==> src/rtl/fetch_queue.sv <==
// fetch_queue: decoupling buffer between the fetch and decode stages.
// It holds {pc, instr} pairs in FIFO order and presents the head to decode
// through a valid/ready handshake. A synchronous flush discards every entry.
// When the queue is empty the head outputs read as a NOP bubble (all zeros).
module fetch_queue #(
  parameter int DEPTH = 2,
  parameter int PW    = 1
) (
  input  logic          clk,
  input  logic          reset,
  input  logic          f_valid,
  input  logic [31:0]   f_pc,
  input  logic [31:0]   f_instr,
  output logic          f_ready,
  output logic          d_valid,
  input  logic          d_ready,
  output logic [31:0]   d_pc,
  output logic [31:0]   d_pc8,
  output logic [31:0]   d_instr,
  input  logic          flush,
  output logic [PW:0]   occ
);

  localparam logic [PW:0] LP_DEPTH = (PW+1)'(DEPTH);

  logic [31:0]   r_pc    [DEPTH];
  logic [31:0]   r_instr [DEPTH];
  logic [PW-1:0] r_wp;
  logic [PW-1:0] r_rp;
  logic [PW:0]   r_count;

  logic w_full;
  logic w_empty;
  logic w_push;
  logic w_pop;

  // Handshake qualifiers; flush overrides both sides of the queue.
  always_comb begin
    w_full  = (r_count == LP_DEPTH);
    w_empty = (r_count == '0);
    w_push  = f_valid & ~w_full & ~flush;
    w_pop   = ~w_empty & d_ready & ~flush;
  end

  // Entry storage: written only on an accepted push.
  always_ff @(posedge clk or negedge reset) begin
    if (!reset) begin
      for (int i = 0; i < DEPTH; i++) begin
        r_pc[i]    <= '0;
        r_instr[i] <= '0;
      end
    end else if (w_push) begin
      r_pc[r_wp]    <= f_pc;
      r_instr[r_wp] <= f_instr;
    end
  end

  // Pointers and occupancy; flush realigns wp onto rp rather than zeroing.
  always_ff @(posedge clk or negedge reset) begin
    if (!reset) begin
      r_wp    <= '0;
      r_rp    <= '0;
      r_count <= '0;
    end else if (flush) begin
      r_wp    <= r_rp;
      r_count <= '0;
    end else begin
      if (w_push) r_wp <= r_wp + PW'(1);
      if (w_pop)  r_rp <= r_rp + PW'(1);
      case ({w_push, w_pop})
        2'b10:   r_count <= r_count + (PW+1)'(1);
        2'b01:   r_count <= r_count - (PW+1)'(1);
        default: r_count <= r_count;
      endcase
    end
  end

  // Head presentation; an empty queue shows a zero bubble.
  always_comb begin
    f_ready = ~w_full;
    d_valid = ~w_empty;
    occ     = r_count;
    if (w_empty) begin
      d_pc    = '0;
      d_pc8   = '0;
      d_instr = '0;
    end else begin
      d_pc    = r_pc[r_rp];
      d_pc8   = r_pc[r_rp] + 32'd8;
      d_instr = r_instr[r_rp];
    end
  end

endmodule

==> config.mk <==
export PLATFORM = sky130hd
export DESIGN_NAME = fetch_queue
export DESIGN_NICKNAME = d
export VERILOG_FILES = /design/src/rtl/fetch_queue.sv
export SDC_FILE = /design/constraint.sdc
export NUM_CORES = 1
export LEC_CHECK = 0
export CORE_MARGIN = 2
export CORE_UTILIZATION = 40
export DETAILED_ROUTE_END_ITERATION = 16
export PLACE_DENSITY_LB_ADDON = 0.12
export SYNTH_ARGS = -nofsm -noshare
export SYNTH_HDL_FRONTEND = slang
export SYNTH_SLANG_ARGS = --single-unit
==> constraint.sdc <==
create_clock -name clk -period 2.5 [get_ports clk]
set_input_delay 0.25 -clock clk [delete_from_list [all_inputs] [get_ports clk]]
set_output_delay 0.25 -clock clk [all_outputs]
set_load 0.05 [all_outputs]
Yosys cells after proc, flatten, opt, wreduce, memory -nomap -nowiden
Cells that the tools add are included.
Storage, ports and cells
  input bits: 69
  output and inout bits: 100
  word-level logic and storage cells: 49
  register bits: 132
Cells by class
  equal/unequal tests: 3
  add/sub/neg operators: 5
  magnitude comparators: 3
  muxes and demuxes: 17
  bitwise gates (word level): 9
  reductions and logical operators: 5
Operators by type and width (number)
  $mux 32: 10
  $bwmux 64: 2
  $add 32x4->32 const B: 1
  $demux 32 s1: 1
  $and 1x1->1: 4
  $eq 2x2->1 const B: 2
  $ge 2x2->1 const B: 2
  $not 1->2: 2
  $pmux 2 s2: 1
  $not 1->1: 3
  $reduce_bool 3->1: 1
  $add 1x1->1 const B: 2
  $add 2x1->2 const B: 1
  $eq 2x1->1 const B: 1
  $logic_not 2->1: 1
  $lt 2x1->1 const B: 1
  $mux 1: 2
  $mux 2: 1
  $reduce_and 2->1: 1
  $reduce_bool 2->1: 1
  $sub 2x1->2 const B: 1
  $logic_and 1x1->1: 1

Depth between registers and ports, before layout
Gate-level depths: netlist (run 1).
  word-level depth: 7
  gate-level depth with buffers: 10
  mapped depth without buffers: 6

Least setup slack after synthesis (run 1)
OpenSTA, ideal clock, no wires.
  path kind: register to output
  from: register r_rp
  to: output port d_pc8[31]
  cell stages (with the launch flop): 11
  path buffers: 4
  data required time: 2.250 ns
  slack: -0.869 ns
  arrival time: 3.119 ns
  cell sequence: dfrtp_1 buf_4 buf_6 buf_4 mux2_2 ha_1 nor2b_1 clkbuf_1 nand4_4 o31a_1 nor3_1
Between the ends
  cells in the longest elaborated chain, start to end: 6
Ends and longest elaborated chain
  start: declaration: line 29  | logic [PW-1:0] r_rp;
  start signal: assignment: line 69  | if (w_pop) r_rp <= r_rp + PW'(1);
  $not 1->2 (not written as such): line 89  | d_pc8 = r_pc[r_rp] + 32'd8;
  $mux 32 (not written as such) (3 in a row): line 89
  $add 32x4->32: line 89
  $mux 32: line 83  | if (w_empty) begin
  end: declaration: line 18  | output logic [31:0] d_pc8,
No other way between the ends. The select of a mux whose other input is x is not followed.

Worst setup path in the final report (run 1)
  from: register r_rp
  to: output port d_pc8[27]
The elaborated chain is that of the path after synthesis.

==> impl_metrics.env, run 1 <==
export IMPL_reg2reg_depth=6
export IMPL_placed_cell_area_sq_um=9290
export IMPL_clk_latency_ps=410
export IMPL_final_hold_viol_count=0
export IMPL_drt_iter0_drc=198
export IMPL_power_density_nw_per_um2=1340
export IMPL_synth_seq_cells=132
export IMPL_post_dp_hpwl_um=12400
export IMPL_ioPinCount=169
export IMPL_synth_top_family_by_area="multiplexers"
export IMPL_violations="negative setup slack"
export IMPL_fmax_mhz=356
export IMPL_endpoint="d_pc8[27]"
export IMPL_synth_compound_area_share_pct=3.71
export IMPL_critPathSlowestCell="dfrtp_4"
export IMPL_hold_class="primary input to asynchronous set/reset pin"
export IMPL_path_buf_inv=2
export IMPL_cts_max_level=4
export IMPL_wl_met3_um=1050
export IMPL_ant_nets=0
export IMPL_final_cell_mix="131 x dfrtp_1, 130 x mux2_2, 88 x buf_4"
export IMPL_start_util_pct=41.1
export IMPL_outcome="finished with violations"
export IMPL_first_global_vias=5504
export IMPL_cts_tree="done"
export IMPL_cp_top_family="simple AND/OR/NAND/NOR gates"
export IMPL_finClkSkew_ps=4.68
export IMPL_cap_violations=0
export IMPL_ys_warn_count=0
export IMPL_nets=847
export IMPL_fp_row_count=47
export IMPL_port_buffers=168
export IMPL_crit_required_ps=2250
export IMPL_mostFrequentLayoutCell="dfrtp_1"
export IMPL_wl_per_cell_um=17.3
export IMPL_first_pass_iters=4
export IMPL_r2r_start="occ[0]"
export IMPL_die_y_um=134
export IMPL_fin_tns_setup_ps=-5280
export IMPL_path_max_fanout=8
export IMPL_grt_pass1_wl_um=28300
export IMPL_critPathMaxStageDelay_ps=520
export IMPL_synth_nets=649
export IMPL_ir_drop_mv=0.597
export IMPL_wl_met1_um=7690
export IMPL_clk_pin_slew_ps=60
export IMPL_report_final_slew_viol_count=0
export IMPL_syn_to_final_growth_pct=50.4
export IMPL_gp_congestion=0.836
export IMPL_ctsRootBufferMaster="clkbuf_16"
export IMPL_critPathKind="flop to output pin"
export IMPL_fin_crit_sh_pct=113
export IMPL_crit_arrival_ps=2560
export IMPL_holdWs_ps=391
export IMPL_syn_area_sq_um=6810
export IMPL_die_x_um=134
export IMPL_fin_util_pct=61.7
export IMPL_layout_drive_gt1_share_pct=47.0
export IMPL_power_mw=13.7
export IMPL_vias_per_cell=5.10
export IMPL_synthSimpleGateAreaFrac_pct=11.6
export IMPL_vias=5146
export IMPL_p_leak_nw=4.38
export IMPL_endpoint_kind="output pin"
export IMPL_layout_min_cycle_time_ps=2810
export IMPL_fp_coreArea_sq_um=16600
export IMPL_place_ws_ps=5.12
export IMPL_synth_area_mux_share_pct=30.7
export IMPL_wirelength_um=17500
export IMPL_dieArea_sq_um=18100
export IMPL_dpl_cell_count=961
export IMPL_highest_layer="met4"
export IMPL_num_antenna_cells=0
export IMPL_synth_adder_area_share_pct=0.184
export IMPL_ys_types=44
export IMPL_postSynthAreaPerCell_sq_um=11.8
export IMPL_synthCells=579
export IMPL_maxSlewHeadroom_pct=60.5
export IMPL_reg2reg_to="r_pc[10]"
export IMPL_startpoint_type="flop"
export IMPL_finalWorstSetupSlack_ps=-313
export IMPL_wl_met2_um=8500
export IMPL_grt_max_degree=73
export IMPL_worst_pin_slew_ps=593
export IMPL_num_fill_cells=1355
export IMPL_grt_setup_unrepaired="yes"
export IMPL_antenna_found_initial=0
export IMPL_seq_area_frac_synth_pct=48.5
export IMPL_cts_sinks=132
export IMPL_grt_overflow=0
export IMPL_cp_num_cells=7
export IMPL_crit_start="r_rp"
export IMPL_synth_xor_area_share_pct=2.19
export IMPL_crit_chain="buf_6 > nand4b_1 > a22oi_4 > nand4_4 > or3_4 > a21oi_4 > buf_12"
export IMPL_drc=0
export IMPL_clockBufferDepth=2
export IMPL_finalSetupViolations=25
export IMPL_numCtsBuffers=17
export IMPL_grt_usage_pct=19.9
export IMPL_final_area_sq_um=10200
export IMPL_reg2reg_slack_ps=370
export IMPL_stdcell_count=1010
-- synthesized netlist by cell type, drive strengths merged --
master  count  area [sq um]
nor3b       1          7.51
or3         2          12.5
nand3b      2          15.0
nor2b       4          25.0
nand4b      7          76.3
buf        26           151
a32oi       1          8.76
nand3       9          45.0
clkbuf     11          41.3
o21a        3          22.5
o31ai       2          15.0
nor4        1          6.26
nand2b      4          25.0
a32o        1          10.0
mux2i      59           594
nor3       10          55.1
inv         4          15.0
dfrtp     132          3300
a31oi       2          12.5
nand4      14           103
ha          1          12.5
nand2      19          71.3
a211oi      4          42.5
a21oi       7          38.8
o21ai       9          45.0
and2        6          37.5
xor2        2          17.5
nor2       83           312
a21boi      1          7.51
a22oi       3          41.3
mux2      133          1500
o31a        1          8.76
xnor2      15           131
-- repair_timing --
| action | in CTS | in global routing |
|---|---|---|
| endpoints found under the setup margin | 25 | 32 |
| gates cloned | 1 | 0 |
| gates resized for setup | 31 | 18 |
| hold buffers | 1 | 0 |
| pin swaps | 14 | 10 |
| endpoints found under the hold margin | 60 | 0 |
| buffers inserted | 13 | 3 |
-- worst min-delay path by stage --
stage	startpoint	to	slack (ps)	depth (start not counted)
3_3_place_gp	reset	r_pc[45]	260	1
6_report	reset	r_pc[13]	390	2
3_5_place_dp	reset	r_pc[13]	270	1
4_1_cts	reset	r_pc[13]	410	2
5_1_grt	reset	r_pc[13]	440	2
2_1_floorplan	reset	occ[0]	-50	0
-- power by group --
group,switching (mW),leakage [nW],internal [mW]
clock,0.911,0.282,1.55
sequential,0.738,1.56,3.19
combinational,3.95,2.54,3.41
total,5.60,4.38,8.15
-- routing by layer --
| layer | GRT usage (%) | vias up |
|---|---|---|
| li1 | - | 2443 |
| met1 | 25.6 | 2549 |
| met2 | 32.4 | 133 |
| met3 | 5.86 | 21 |
| met4 | 6.32 | 0 |
| met5 | 0 | - |
-- worst register-to-register path, cell delays in order, from the launching register on --
cell and delay (ps):
dfrtp_1 460, nand2b_2 240, nand2_1 170, nor2_1 100
nand2_4 280, buf_4 360, mux2_2 390
-- cell families after synthesis --
family / Yosys count
simple gates: 162
mux: 192
compound gates: 34
buf+inv: 41
fa+ha+maj: 1
flops: 132
xor+xnor: 17
-- state kept, by name (all words and copies together) (netlist names) --
| register | count |
|---|---|
| occ | 2 |
| r_wp | 1 |
| r_pc | 64 |
| r_instr | 64 |
| r_rp | 1 |
-- final cells by class --
type	instances	area [sq um]	area share (%)
Clock inverter	11	126	1.23
Clock buffer	21	470	4.60
Multi-Input combinational cell	406	3620	35.4
Sequential cell	132	3310	32.3
Tap cell	220	275	2.69
Inverter	4	15.0	0.147
Timing Repair Buffer	216	2420	23.7
Power figures use the tool's default switching activity.
==> inputs of run 2 (changes only) <==
--- a/config.mk
+++ b/config.mk
@@ -5,7 +5,7 @@
 export SDC_FILE = /design/constraint.sdc
 export NUM_CORES = 1
 export LEC_CHECK = 0
-export CORE_MARGIN = 2
+export CORE_MARGIN = 4
 export CORE_UTILIZATION = 40
 export DETAILED_ROUTE_END_ITERATION = 16
 export PLACE_DENSITY_LB_ADDON = 0.12
==> run 2 against run 1 <==
  * The flow still finishes with violations (negative setup slack)
  * Fmax is 4.0% lower
  * Non-clock buffer count increased by 9
  * Power rose by 6.1%
  * Clock skew about the same
  * Critical path depth rose by 3
  * Die area up 6.0%
  * Register-to-register slack gained 170 ps
==> impl_metrics.env, run 2 (same netlist as run 1, synthesis figures left out) <==
export IMPL_swShare_pct=40.0
export IMPL_highest_layer="met4"
export IMPL_hold_class="primary input to asynchronous set/reset pin"
export IMPL_ioPinCount=169
export IMPL_outcome="finished with violations"
export IMPL_switchingPower_mw=5.84
export IMPL_mostFrequentLayoutCell="dfrtp_1"
export IMPL_seq_power_share_pct=27.0
export IMPL_dieArea_sq_um=19200
export IMPL_finalWorstSetupSlack_ps=-431
export IMPL_fin_tns_setup_ps=-7690
export IMPL_num_antenna_cells=0
export IMPL_first_global_vias=5655
export IMPL_wirelength_um=18900
export IMPL_ant_nets=0
export IMPL_gp_congestion=0.843
export IMPL_cts_max_level=4
export IMPL_clk_pin_slew_ps=60
export IMPL_ir_drop_mv=0.803
export IMPL_startpoint_type="flop"
export IMPL_layout_min_cycle_time_ps=2930
export IMPL_layout_drive_gt1_share_pct=47.4
export IMPL_grt_setup_unrepaired="yes"
export IMPL_start_util_pct=40.9
export IMPL_crit_arrival_ps=2680
export IMPL_fp_row_count=47
export IMPL_endpoint_kind="output pin"
export IMPL_finalSetupViolations=27
export IMPL_post_dp_hpwl_um=13100
export IMPL_cp_top_family="buffers and inverters"
export IMPL_ctsRootBufferMaster="clkbuf_16"
export IMPL_first_pass_iters=6
export IMPL_grt_usage_pct=19.5
export IMPL_wl_per_cell_um=18.5
export IMPL_violations="negative setup slack"
export IMPL_drt_iter0_drc=328
export IMPL_place_ws_ps=-13.4
export IMPL_port_buffers=168
export IMPL_fin_util_pct=64.8
export IMPL_path_max_fanout=7
export IMPL_vias=5372
export IMPL_die_x_um=138
export IMPL_p_leak_nw=4.59
export IMPL_power_density_nw_per_um2=1350
export IMPL_wl_met2_um=9360
export IMPL_grt_max_degree=69
export IMPL_p_comb_share_pct=54.5
export IMPL_maxSlewHeadroom_pct=57.5
export IMPL_reg2reg_slack_ps=540
export IMPL_clk_latency_ps=410
export IMPL_report_final_slew_viol_count=0
export IMPL_critPathSlowestCell="dfrtp_4"
export IMPL_fmax_mhz=341
export IMPL_cap_violations=0
export IMPL_grt_overflow=0
export IMPL_fin_crit_sh_pct=117
export IMPL_worst_pin_slew_ps=638
export IMPL_cts_sinks=132
export IMPL_finClkSkew_ps=4.83
export IMPL_antenna_found_initial=0
export IMPL_path_buf_inv=5
export IMPL_wl_met1_um=8180
export IMPL_die_y_um=138
export IMPL_critPathMaxStageDelay_ps=550
export IMPL_syn_to_final_growth_pct=58.3
export IMPL_cts_tree="done"
export IMPL_final_cell_mix="131 x dfrtp_1, 130 x mux2_2, 75 x buf_12"
export IMPL_drc=0
export IMPL_crit_required_ps=2250
export IMPL_clockBufferDepth=2
export IMPL_critPathKind="flop to output pin"
export IMPL_vias_per_cell=5.27
export IMPL_nets=857
export IMPL_wl_met3_um=1120
export IMPL_numCtsBuffers=17
export IMPL_crit_chain="buf_12 > buf_6 > mux2i_4 > a211oi_4 > buf_4 > nand4_1 > buf_4 > o21a_1 > nor3_2 > buf_12"
export IMPL_fp_coreArea_sq_um=16600
export IMPL_final_hold_viol_count=0
export IMPL_p_clk_share_pct=18.5
export IMPL_grt_pass1_wl_um=30200
export IMPL_power_internal_mw=8.75
==> run 2: changes by cell type in the layout (fill, tap and decap cells not counted), moves of 2 or more <==
cell / delta
clkbuf_16: +3
mux2i_2: -4
nand3_1: +2
buf_12: +31
bufinv_16: +2
mux2i_1: +4
o21ai_1: +2
buf_4: -24
inv_6: +2
clkinv_2: -2
nand2_2: -2
nand3_2: -2
o21ai_0: -2
==> run 2: per-layer routing <==
| metal | GRT usage [%] | vias to the layer above |
|---|---|---|
| met5 | 0 | - |
| met4 | 4.52 | 0 |
| met3 | 6.11 | 24 |
| met2 | 32.3 | 182 |
| met1 | 25.0 | 2695 |
| li1 | - | 2471 |
==> run 2: what timing repair did <==
action / 4_1_cts / 5_1_grt
hold buffers: 1 / 0
hold endpoints to repair: 66 / 0
gates resized for setup: 32 / 22
cloned: 1 / 1
setup endpoints to repair: 24 / 59
pin swaps: 19 / 23
setup buffers: 13 / 13
==> run 2: through the flow <==
stage | hold WS (ps) | instance area (sq um) | std cells | total power [mW]
6_report | 399 | 10800 | 1020 | 14.6
5_1_grt | 448 | 10800 | 1020 | 15.3
4_1_cts | 418 | 10600 | 1007 | 14.4
3_5_place_dp | 288 | 9670 | 961 | 11.3
3_3_place_gp | 279 | 9670 | 961 | 11.1
2_1_floorplan | -45.6 | 6970 | 579 | 8.47
==> run 2: power groups by stage <==
stage	Sequential, mW	Combinational, mW	Clock (mW)
2_1_floorplan	3.69	4.77	0
3_3_place_gp	3.88	7.21	0
3_5_place_dp	3.96	7.34	0
4_1_cts	3.92	7.71	2.74
5_1_grt	4.06	8.39	2.85
6_report	3.94	7.95	2.69
==> run 2: final cells by class <==
class                           count  area, sq um
Fill cell                        1258         5860
Clock inverter                     13          196
Timing Repair Buffer              225         2910
Inverter                            4         15.0
Multi-Input combinational cell    407         3630
Sequential cell                   132         3310
Clock buffer                       19          453
Tap cell                          220          275
==> run 2: final timing paths <==
kind                             startpoint          end  depth (start not counted)
max in group asynchronous             reset     r_pc[12]                          3
min in group clk                   f_pc[17]     r_pc[17]                          2
worst max-delay path                   r_rp    d_pc8[28]                         10
worst max register to register       occ[0]  r_instr[40]                          5
worst min register to register  r_instr[47]  r_instr[47]                          1
worst min-delay path                  reset     r_pc[10]                          2
==> run 2: worst register-to-register path, stage by stage, from the launching register on <==
cell	delay, ps
dfrtp_1	480
nand2b_2	210
nand2_1	140
nor3_4	210
buf_4	400
mux2_2	420
